[config.mk]
export PLATFORM = sky130hd
export DESIGN_NAME = ahb_single_master
export DESIGN_NICKNAME = d
export VERILOG_FILES = /design/src/rtl/ahb_pkg.sv /design/src/rtl/ahb_single_master_errcnt.sv /design/src/rtl/ahb_single_master.sv
export SDC_FILE = /design/constraint.sdc
export NUM_CORES = 1
export LEC_CHECK = 0
export BUFFER_PORTS_ARGS = -buffer_cell sky130_fd_sc_hd__buf_2
export CAP_MARGIN = 15
export CORE_MARGIN = 2
export CORE_UTILIZATION = 45
export CTS_BUF_LIST = sky130_fd_sc_hd__clkbuf_4 sky130_fd_sc_hd__clkbuf_8
export DETAILED_ROUTE_END_ITERATION = 12
export MAX_ROUTING_LAYER = met4
export PLACE_DENSITY = 0.88
export SLEW_MARGIN = 10
export SYNTH_ARGS = -nofsm -noshare
export SYNTH_HDL_FRONTEND = slang
export SYNTH_SLANG_ARGS = --single-unit
[constraint.sdc]
create_clock -name HCLK -period 1.7 [get_ports HCLK]
set_input_delay 0.085 -clock HCLK [delete_from_list [all_inputs] [get_ports HCLK]]
set_output_delay 0.085 -clock HCLK [all_outputs]
set_load 0.02 [all_outputs]
[src/rtl/ahb_pkg.sv]
// Shared AHB-Lite encodings and the single-master FSM state type.
package ahb_pkg;

    localparam logic [1:0] HTRANS_IDLE   = 2'b00;
    localparam logic [1:0] HTRANS_BUSY   = 2'b01;
    localparam logic [1:0] HTRANS_NONSEQ = 2'b10;
    localparam logic [1:0] HTRANS_SEQ    = 2'b11;

    localparam logic [1:0] HRESP_OKAY  = 2'b00;
    localparam logic [1:0] HRESP_ERROR = 2'b01;
    localparam logic [1:0] HRESP_RETRY = 2'b10;
    localparam logic [1:0] HRESP_SPLIT = 2'b11;

    localparam logic [2:0] HBURST_SINGLE = 3'b000;

    localparam logic [2:0] HSIZE_BYTE = 3'b000;
    localparam logic [2:0] HSIZE_HALF = 3'b001;
    localparam logic [2:0] HSIZE_WORD = 3'b010;

    typedef logic [1:0] state_t;
    localparam state_t S_IDLE = 2'd0;
    localparam state_t S_ADDR = 2'd1;
    localparam state_t S_DATA = 2'd2;

endpackage

[src/rtl/ahb_single_master_errcnt.sv]
// Saturating 16-bit error counter; clear wins over a same-cycle increment.
module ahb_single_master_errcnt (
    input  logic        clk,
    input  logic        rst_n,
    input  logic        inc,
    input  logic        clr,
    output logic [15:0] count
);

    logic [15:0] count_q;
    logic [15:0] count_d;

    always_comb begin
        count_d = count_q;
        if (clr) begin
            count_d = 16'h0000;
        end else if (inc && (count_q != 16'hFFFF)) begin
            count_d = count_q + 16'h0001;
        end
    end

    always_ff @(posedge clk or negedge rst_n) begin
        if (!rst_n) begin
            count_q <= 16'h0000;
        end else begin
            count_q <= count_d;
        end
    end

    assign count = count_q;

endmodule

[src/rtl/ahb_single_master.sv]
// AHB-Lite initiator: valid/ready commands become single non-pipelined transfers.
// Optional error counter is built when AHB_SINGLE_MASTER_ERRCNT_EN is defined.
module ahb_single_master
    import ahb_pkg::*;
#(
    parameter int         ADDR_WIDTH = 32,
    parameter int         DATA_WIDTH = 32,
    parameter logic [3:0] HPROT_VAL  = 4'b0011
) (
    input  logic                  HCLK,
    input  logic                  HRESETn,
`ifdef AHB_SINGLE_MASTER_ERRCNT_EN
    input  logic                  err_clr,
    output logic [15:0]           err_count,
`endif
    input  logic                  cmd_valid,
    output logic                  cmd_ready,
    input  logic                  cmd_write,
    input  logic [ADDR_WIDTH-1:0] cmd_addr,
    input  logic [2:0]            cmd_size,
    input  logic [DATA_WIDTH-1:0] cmd_wdata,
    output logic                  rsp_valid,
    output logic [DATA_WIDTH-1:0] rsp_rdata,
    output logic                  rsp_error,
    output logic [ADDR_WIDTH-1:0] HADDR,
    output logic [1:0]            HTRANS,
    output logic                  HWRITE,
    output logic [2:0]            HSIZE,
    output logic [2:0]            HBURST,
    output logic [3:0]            HPROT,
    output logic                  HMASTLOCK,
    output logic [DATA_WIDTH-1:0] HWDATA,
    input  logic                  HREADY,
    input  logic [1:0]            HRESP,
    input  logic [DATA_WIDTH-1:0] HRDATA
);

    state_t                state_q,     state_d;
    logic [ADDR_WIDTH-1:0] haddr_q,     haddr_d;
    logic [1:0]            htrans_q,    htrans_d;
    logic                  hwrite_q,    hwrite_d;
    logic [2:0]            hsize_q,     hsize_d;
    logic [DATA_WIDTH-1:0] hwdata_q,    hwdata_d;
    logic [DATA_WIDTH-1:0] wdata_q,     wdata_d;
    logic                  rsp_valid_q, rsp_valid_d;
    logic [DATA_WIDTH-1:0] rsp_rdata_q, rsp_rdata_d;
    logic                  rsp_error_q, rsp_error_d;

    // Held low during the response pulse so the next accept lands one cycle later.
    assign cmd_ready = (state_q == S_IDLE) && !rsp_valid_q;

    always_comb begin
        state_d     = state_q;
        haddr_d     = haddr_q;
        htrans_d    = htrans_q;
        hwrite_d    = hwrite_q;
        hsize_d     = hsize_q;
        hwdata_d    = hwdata_q;
        wdata_d     = wdata_q;
        rsp_valid_d = 1'b0;
        rsp_rdata_d = rsp_rdata_q;
        rsp_error_d = rsp_error_q;

        case (state_q)
            S_IDLE: begin
                if (cmd_valid && cmd_ready) begin
                    haddr_d  = cmd_addr;
                    hwrite_d = cmd_write;
                    hsize_d  = cmd_size;
                    wdata_d  = cmd_wdata;
                    htrans_d = HTRANS_NONSEQ;
                    state_d  = S_ADDR;
                end
            end
            S_ADDR: begin
                if (HREADY) begin
                    htrans_d = HTRANS_IDLE;
                    if (hwrite_q) begin
                        hwdata_d = wdata_q;
                    end
                    state_d = S_DATA;
                end
            end
            S_DATA: begin
                // First cycle of a two-cycle ERROR needs nothing: HTRANS is already IDLE.
                if (HREADY) begin
                    rsp_valid_d = 1'b1;
                    rsp_error_d = (HRESP != HRESP_OKAY);
                    if (!hwrite_q) begin
                        rsp_rdata_d = HRDATA;
                    end
                    state_d = S_IDLE;
                end
            end
            default: begin
                state_d  = S_IDLE;
                htrans_d = HTRANS_IDLE;
            end
        endcase
    end

    always_ff @(posedge HCLK or negedge HRESETn) begin
        if (!HRESETn) begin
            state_q     <= S_IDLE;
            haddr_q     <= '0;
            htrans_q    <= HTRANS_IDLE;
            hwrite_q    <= 1'b0;
            hsize_q     <= 3'b000;
            hwdata_q    <= '0;
            wdata_q     <= '0;
            rsp_valid_q <= 1'b0;
            rsp_rdata_q <= '0;
            rsp_error_q <= 1'b0;
        end else begin
            state_q     <= state_d;
            haddr_q     <= haddr_d;
            htrans_q    <= htrans_d;
            hwrite_q    <= hwrite_d;
            hsize_q     <= hsize_d;
            hwdata_q    <= hwdata_d;
            wdata_q     <= wdata_d;
            rsp_valid_q <= rsp_valid_d;
            rsp_rdata_q <= rsp_rdata_d;
            rsp_error_q <= rsp_error_d;
        end
    end

    assign HADDR     = haddr_q;
    assign HTRANS    = htrans_q;
    assign HWRITE    = hwrite_q;
    assign HSIZE     = hsize_q;
    assign HWDATA    = hwdata_q;
    assign HBURST    = HBURST_SINGLE;
    assign HPROT     = HPROT_VAL;
    assign HMASTLOCK = 1'b0;
    assign rsp_valid = rsp_valid_q;
    assign rsp_rdata = rsp_rdata_q;
    assign rsp_error = rsp_error_q;

`ifdef AHB_SINGLE_MASTER_ERRCNT_EN
    ahb_single_master_errcnt u_errcnt (
        .clk   (HCLK),
        .rst_n (HRESETn),
        .inc   (rsp_valid_q && rsp_error_q),
        .clr   (err_clr),
        .count (err_count)
    );
`endif

endmodule

# [After elaboration in Yosys (flattened, before gate mapping)]
# Cells that the tools add are included.
[word_totals] elab_cells=36 register_bits=138 ram_bits=0 latch_bits=0 n_memories=0 rom_bits=0
[classes] n_addsub=0 bitwise=2 n_mul=0 shifts=0 div_mod_pow=0 muxes=8 n_eq_ne=5 reduce_logical=11 order_cmp=0
[ops] op="2-bit case mux with 3 select lines" n=2
[ops] op="3-bit AND reduction" n=4
[ops] op="2-bit two-way mux" n=4
[ops] op="2-bit != test (second input constant)" n=2
[ops] op="2-bit AND reduction" n=2
[ops] op="2-bit by 1-bit == test with 1-bit output (second input constant)" n=1
[ops] op="2-bit == test (second input constant)" n=1
[ops] op="1-bit logical AND" n=2
[ops] op="2-bit zero test" n=1
[ops] op="1-bit two-way mux" n=2
[ops] op="2-bit by 1-bit != test with 1-bit output (second input constant)" n=1
[ops] op="1-bit inverter" n=2
[ops] op="2-bit nonzero test" n=1
[ops] op="1-bit zero test" n=1

# [Longest topological paths before layout]
# Gate-level depths: netlist of run 1.
[logic_depth] depth_word=5 ltp_mapped=5 mapped_depth_nobuf=2

# [Least setup slack after synthesis of run 1]
# Ideal clock, no wire load.
[synth_timing] path_kind="register to register" startpoint="register state_q[0]" endpoint="register haddr_q[0], in the netlist HADDR[0]" synth_period_minus_slack_ns=1.640 slack_ns=0.060 setup_time_ns=0.127 n_path_buf=3 arrival_time_ns=1.512 stages_incl_launch_ff=6 path_cell_list="dfrtp_1 > buf_2 > nor4b_4 > buf_4 > buf_6 > mux2_1"
[synth_via] elab_chain_len=4
[synth_rtl] item="start: declaration" line="ahb_single_master.sv:38" source="state_t state_q, state_d;"
[synth_rtl] item="start signal: assignment" line="ahb_single_master.sv:115" source="state_q <= state_d;"
[synth_rtl] item="2-bit zero test *" line="ahb_single_master.sv:50, ahb_single_master.sv:64"
[synth_rtl] item="1-bit logical AND" line="ahb_single_master.sv:50" source="assign cmd_ready = (state_q == S_IDLE) && !rsp_valid_q;"
[synth_rtl] item="1-bit logical AND" line="ahb_single_master.sv:66" source="if (cmd_valid && cmd_ready) begin"
[synth_rtl] item="2-bit AND reduction (no line) *"
[synth_rtl] item="end signal: assignment" line="ahb_single_master.sv:116" source="haddr_q <= haddr_d;"
[synth_rtl] item="end: declaration" line="ahb_single_master.sv:39" source="logic [ADDR_WIDTH-1:0] haddr_q, haddr_d;"
# Every way passes the cells marked *; elsewhere a longest branch is shown, timed or not.
# A chain may end at the register's enable or synchronous reset.

# [Final worst setup path of run 1]
[layout_timing] startpoint="register state_q[1]" endpoint="register wdata_q[14]"
[layout_via] elab_chain_len=4
[layout_rtl] item="2-bit zero test *" line="ahb_single_master.sv:50, ahb_single_master.sv:64"
[layout_rtl] item="1-bit logical AND" line="ahb_single_master.sv:50"
[layout_rtl] item="1-bit logical AND" line="ahb_single_master.sv:66"
[layout_rtl] item="2-bit AND reduction (no line) *"
[layout_rtl] item="end signal: assignment" line="ahb_single_master.sv:121" source="wdata_q <= wdata_d;"
[layout_rtl] item="end: declaration" line="ahb_single_master.sv:44" source="logic [DATA_WIDTH-1:0] wdata_q, wdata_d;"
# Marked as above.

==> results.md, run 1 <==
* Status: finished clean
* Sequential Power Share at 39.6%
* DR vias/cell at 4.84
* DRC violations left at 0
* Uppermost layer routed: met4
* First-pass GRT wire length at 21300 µm
* Sw Share at 36.8%
* VDD IR max at 1110 µV
* Hold Crit Class: in -> async
* RePlAce Congestion at 0.752
* R2R Path End: wdata_q[14]
* Logic gate share of total power at 41.9%
* Arr. time, crit path at 1.98 ns
* Share of cells above drive strength 1 at 57.8%
* Post-DP Area at 6450 µm²
* Starting Density at 45.9%
* CP peak stage delay at 0.44 ns
* Sw power at 0.00538 W
* CTS H-Tree Depth at 4
* Layout Skew at 0.00785 ns
* Period Utilization, post-route at 98.2%
* Dpl hpwl at 7550 µm
* Die height at 112 µm
* Slowest cell on crit path: dfrtp_1
* Number of synthesized register bits at 137
* Dominant cell type by area after synthesis: dfrtp_1
* Clk buf depth at 2
* All-layer global routing usage at 22.7%
* Clk sinks at 137
* Synth Area in Simple Gates at 1.89%
* Post-route ant nets at 0
* Register Area at 3430 µm²
* Mux cell area share after synthesis at 28.7%
* FP Rows at 39
* Fin. max-slew vios at 0
* Antenna violations before repair at 0
* Critical path cell sequence: nor4b_4, buf_4, buf_4, mux2_2
* Max Cap Violations at 0
* Compound-gate portion of the synthesized area at 0.360%
* Fmax achieved at 599 MHz
* Synthesized instance count at 313
* Top cells by area, synth: dfrtp_1 (66%), mux2_2 (26%), mux2_1 (2.2%), buf_4 (1.9%), buf_2 (0.96%)
* CTS clk-pin slew, worst paths at 0.07 ns
* Mapped Area at 5220 µm²
* Synthesis-to-layout area growth at 52.7%
* Avg WL per Cell at 17.3 µm
* Largest family of logic cells by synthesized area: multiplexers
* Final #Nets at 745
* Detailed Routing Iterations Pass 1 at 4
* Worst path required time at 2.02 ns
* Synthesized-area fraction occupied by adder cells at 0%
* Worst Setup Slack post-DPL at 0.00477 ns
* R2r worst-path depth at 4
* Critical path class: reg -> reg
* M1 wire length at 5070 µm
* Port buffer count at 209
* Critical path destination: wdata_q[14]
* Final Cell Area at 7970 µm²
* Crit-path max FO at 9
* Sequential cell area fraction in the yosys report at 65.7%
* # diodes at 0
* Starting DRT DRC Count at 116
* Chip width at 112 µm
* Final setup violating endpoints at 0
* CTS buffer count at 17
* TritonCTS clock tree: done
* Final hold vios at 0
* Power Dens Cells at 1840 nW/µm²
* Multi-input gate area at 1660 µm²
* CP dominant cell by count: buf_4
* Vias in the first global route at 4303
* Fillcell total at 730
* Clock share of power at 18.4%
* # IOs at 219
* R2R Path Start: state_q[1]
* Xor and xnor fraction of the mapped netlist area at 0%
* Pin count of the biggest net entering global routing at 61
* Setup slack, reg-to-reg at 0.03 ns
* Power Total at 0.0146 W
* Pleak at 3.82 nW
* Clock root cell: clkbuf_8
* Tmin final at 1.67 ns
* Skew-Pair Late Insertion Delay at 0.44 ns
* Worst setup path start: state_q[1]
* Cell internal pwr at 0.00926 W
* Final Worst Setup Slack at 0.0305 ns
* Routed wl met2 at 7440 µm
* Die area at 12500 µm²
* Setup crit start kind: register
* Remaining global-route overflow at 0
* Yosys top cell area share at 65.7%
* Mean Syn Cell Area at 16.7 µm²
* Total wire length at 13700 µm
* Via count at 3845
* Core area at 11400 µm²
* YS warnings at 0
* WL met3 at 807 µm
* Setup crit end kind: register
* Cell variety after synth at 23
[through the flow]
stage	util [%]	hold slack [ns]	TNS (ns)	instances
CTS	69.5	0.122	0	792
global placement	56.7	0.0220	0	655
floorplan	-	-0.211	0	320
finish	70.1	0.133	0	795
detailed placement	56.7	0.0318	0	655
global route	70.1	0.136	-0.0367	795
[synth_stat cells, drive strengths merged]
cell    count
a211o       1
a21oi       1
and3b       1
buf        24
clkbuf      1
conb        2
dfrtp     137
inv         1
mux2      132
mux2i       1
nand2b      2
nand3b      1
nand4b      1
nor2        2
nor2b       1
nor3        1
nor4b       1
nor4bb      1
o21ai       1
or3b        1
[worst min-delay path by stage]
stage,end,slack [ns],cells past startpoint
6_report,wdata_q[18],0.13,2
5_1_grt,wdata_q[20],0.14,2
4_1_cts,HWDATA[12],0.12,2
3_5_place_dp,HWDATA[14],0.03,1
3_3_place_gp,HWDATA[14],0.02,1
2_1_floorplan,HADDR[0],-0.21,0
[layout by cell type, fill, tap and decap left out, types with 3 or more instances in the layout]
cell type / synthesis / final
buf_2: 10 / 208
dfrtp_1: 137 / 137
mux2_2: 122 / 122
dlygate4sd3_1: 0 / 105
clkbuf_8: 0 / 18
mux2_1: 10 / 10
conb_1: 2 / 9
clkinv_2: 0 / 5
clkinvlp_4: 0 / 5
buf_12: 0 / 5
buf_4: 13 / 4
bufinv_16: 0 / 3
[critical path: cells and delay by family (launching register included)]
family / cells / cell delay, ns
AND/OR/NAND/NOR: 1 / 0.36
buffers and inverters: 2 / 0.40
multiplexers: 1 / 0.35
flip-flops: 1 / 0.44
[layout make-up]
class / instances / area share (%)
multi-input cells: 157 / 20.9
inverters: 1 / 0.0471
repair buffers: 325 / 28.7
clock buffers: 19 / 3.20
flip-flops and latches: 137 / 43.0
clock inverters: 13 / 1.92
well taps: 143 / 2.25
[cell families after synthesis]
logic type,count (synthesis)
buffers and inverters,26
multiplexers,133
AO/OA/AOI/OAI,3
flip-flops,137
AND/OR/NAND/NOR,12
other,2
[per-layer routing]
layer	up-vias	GRT usage, %
li1	1732	-
met4	0	9.79
met1	1910	23.5
met5	-	-
met3	37	6.70
met2	166	40.0
[registers in the layout, summed over array words and instances (netlist names)]
name and count:
rsp_error 1, HADDR 32, HSIZE 3, HWDATA 32
HTRANS 1, HWRITE 1, state_q 2, wdata_q 32
rsp_valid 1, rsp_rdata 32
[repair_timing]
item / in CTS / in global routing
hold endpoints to repair: 240 / 0
setup endpoints to repair: 5 / 52
gates resized for setup: 0 / 4
cloned: 0 / 2
hold buffers: 105 / 0
setup buffers: 0 / 1
pin swaps: 1 / 1
[power groups by stage]
stage          logic [W]  registers [W]  clock network [W]
2_1_floorplan    0.00232        0.00718                  0
3_3_place_gp     0.00560        0.00566                  0
3_5_place_dp     0.00578        0.00579                  0
4_1_cts          0.00598        0.00575            0.00277
5_1_grt          0.00651        0.00599            0.00293
6_report         0.00614        0.00581            0.00270
Note: power is estimated with default switching activity, not from simulation.
==> run 2, diff against run 1 <==
--- a/config.mk
+++ b/config.mk
@@ -13,6 +13,7 @@
 export DETAILED_ROUTE_END_ITERATION = 12
 export MAX_ROUTING_LAYER = met4
 export PLACE_DENSITY = 0.88
+export REMOVE_ABC_BUFFERS = 1
 export SLEW_MARGIN = 10
 export SYNTH_ARGS = -nofsm -noshare
 export SYNTH_HDL_FRONTEND = slang
==> results.md, run 2 (same netlist as run 1, synthesis figures left out) <==
* Pleak at 3.86 nW
* # diodes at 0
* Synthesis-to-layout area growth at 53.5%
* Cell internal pwr at 0.00946 W
* CTS H-Tree Depth at 4
* Critical path class: reg -> reg
* Chip width at 112 µm
* Starting DRT DRC Count at 195
* Pin count of the biggest net entering global routing at 68
* Setup slack, reg-to-reg at 0.03 ns
* # IOs at 219
* Share of cells above drive strength 1 at 58.2%
* Setup crit end kind: register
* Critical path's top delay family: buffers and inverters
* VDD IR max at 1470 µV
* Die area at 12500 µm²
* First-pass GRT wire length at 21800 µm
* Final Util at 70.4%
* Starting Density at 45.9%
* Antenna violations before repair at 0
* Sequential Power Share at 39.1%
* Crit-path max FO at 16
* RePlAce Congestion at 0.758
* Core area at 11400 µm²
* CTS buffer count at 17
* Slowest cell on crit path: dfrtp_1
* Layout Skew at 0.00914 ns
* Critical Path Stages at 5
* Period Utilization, post-route at 98.5%
* R2r worst-path depth at 5
* Sw power at 0.00532 W
* All-layer global routing usage at 23.1%
* Clk buf depth at 2
* Avg WL per Cell at 17.2 µm
* Worst path required time at 2.01 ns
* Hold Crit Class: in -> reg
* Clock root cell: clkbuf_8
* Power Total at 0.0148 W
* Clock share of power at 19.2%
* Status: finished clean
* Dpl hpwl at 7760 µm
* Remaining global-route overflow at 0
* CTS clk-pin slew, worst paths at 0.07 ns
* CP peak stage delay at 0.44 ns
* Sw Share at 36.0%
* Detailed Routing Iterations Pass 1 at 4
* FP Rows at 39
* R2R Path Start: state_q[0]
* Buf/Inv on CP at 3
* Logic gate share of total power at 41.7%
* Fmax achieved at 597 MHz
* Setup crit start kind: register
* Power Dens Cells at 1850 nW/µm²
* Tmin final at 1.67 ns
* Vias in the first global route at 4396
* DR vias/cell at 4.81
* Die height at 112 µm
* Max Cap Violations at 0
* Critical path cell sequence: buf_6, nor4bb_4, buf_4, clkbuf_16, mux2_2
* Final hold vios at 0
* Via count at 3836
* Fin. max-slew vios at 0
* TritonCTS clock tree: done
* Final setup violating endpoints at 0
* Post-route ant nets at 0
* R2R Path End: rsp_rdata[29]
* Port buffer count at 209
* Critical path destination: rsp_rdata[29]
* Arr. time, crit path at 1.98 ns
* Final #Nets at 748
* Skew-Pair Late Insertion Delay at 0.43 ns
* Clk sinks at 137
* RSZ-0062 raised after global routing: true
* Hold_sp: cmd_valid
* DRC violations left at 0
* Commonest non-fill, non-tap cells in the layout: buf_2 (208), dfrtp_1 (137), mux2_2 (122), dlygate4sd3_1 (104), clkbuf_8 (22)
* Total wire length at 13700 µm
* Worst setup path start: state_q[0]
* Most common cell after layout, fill and taps aside: buf_2
-- run 2: cell type report --
type                            count  area, µm²
Timing Repair Buffer              328       2300
Clock buffer                       24        318
Multi-Input combinational cell    157       1660
Tap cell                          143        179
Fill cell                         725       3360
Clock inverter                      8        115
Inverter                            1       3.75
Sequential cell                   137       3430
-- run 2: what timing repair did --
action,in CTS,in global routing
resized for setup,0,4
endpoints found under the hold margin,240,0
buffers inserted,0,4
hold buffers,104,0
endpoints found under the setup margin,0,84
-- run 2: worst min-delay path by stage --
| stage | end | slack [ns] | cells after the start |
|---|---|---|---|
| detailed placement | HWDATA[10] | -0.11 | 1 |
| global route | state_q[0] | 0.005 | 3 |
| floorplan | HADDR[0] | -0.21 | 0 |
| CTS | HWDATA[22] | 0.002 | 2 |
| global placement | HWDATA[10] | -0.11 | 1 |
| finish | state_q[0] | 0.04 | 3 |
-- run 2: per-layer routing --
metal | share of wire, % | vias up | track usage (%) | routed length [µm]
met5 | 0 | - | - | 0
li1 | - | 1738 | - | -
met4 | 2.3 | 0 | 6.91 | 314
met1 | 38 | 1920 | 24.1 | 5190
met2 | 55 | 148 | 42.1 | 7500
met3 | 5.3 | 30 | 6.86 | 735
-- run 2: per-stage QoR --
| stage | cells | setup WS [ns] | instance area [µm²] | hold WS, ns | TNS, ns |
|---|---|---|---|---|---|
| after floorplan | 295 | -2.54 | 5080 | -0.211 | -208.91 |
| final | 798 | 0.0253 | 8010 | 0.0441 | 0 |
| after CTS | 792 | 0.0171 | 7930 | 0.00226 | 0 |
| after detailed placement | 656 | 0.0321 | 6460 | -0.109 | 0 |
| after global placement | 656 | 0.0968 | 6460 | -0.110 | 0 |
| after global routing | 798 | -0.0465 | 8010 | 0.00496 | -0.975 |
-- run 2: worst reg2reg max path, stage by stage (launching register included) --
cell and delay [ns]:
dfrtp_1 0.44, buf_6 0.16, nor4bb_4 0.25, buf_4 0.18, clkbuf_16 0.18, mux2_2 0.35
-- run 2: power groups by stage --
stage               registers, W  logic, W  clock network, W
floorplan                0.00722   0.00220                 0
detailed placement       0.00580   0.00581                 0
global route             0.00598   0.00654           0.00306
global placement         0.00568   0.00560                 0
finish                   0.00578   0.00617           0.00284
CTS                      0.00575   0.00600           0.00289
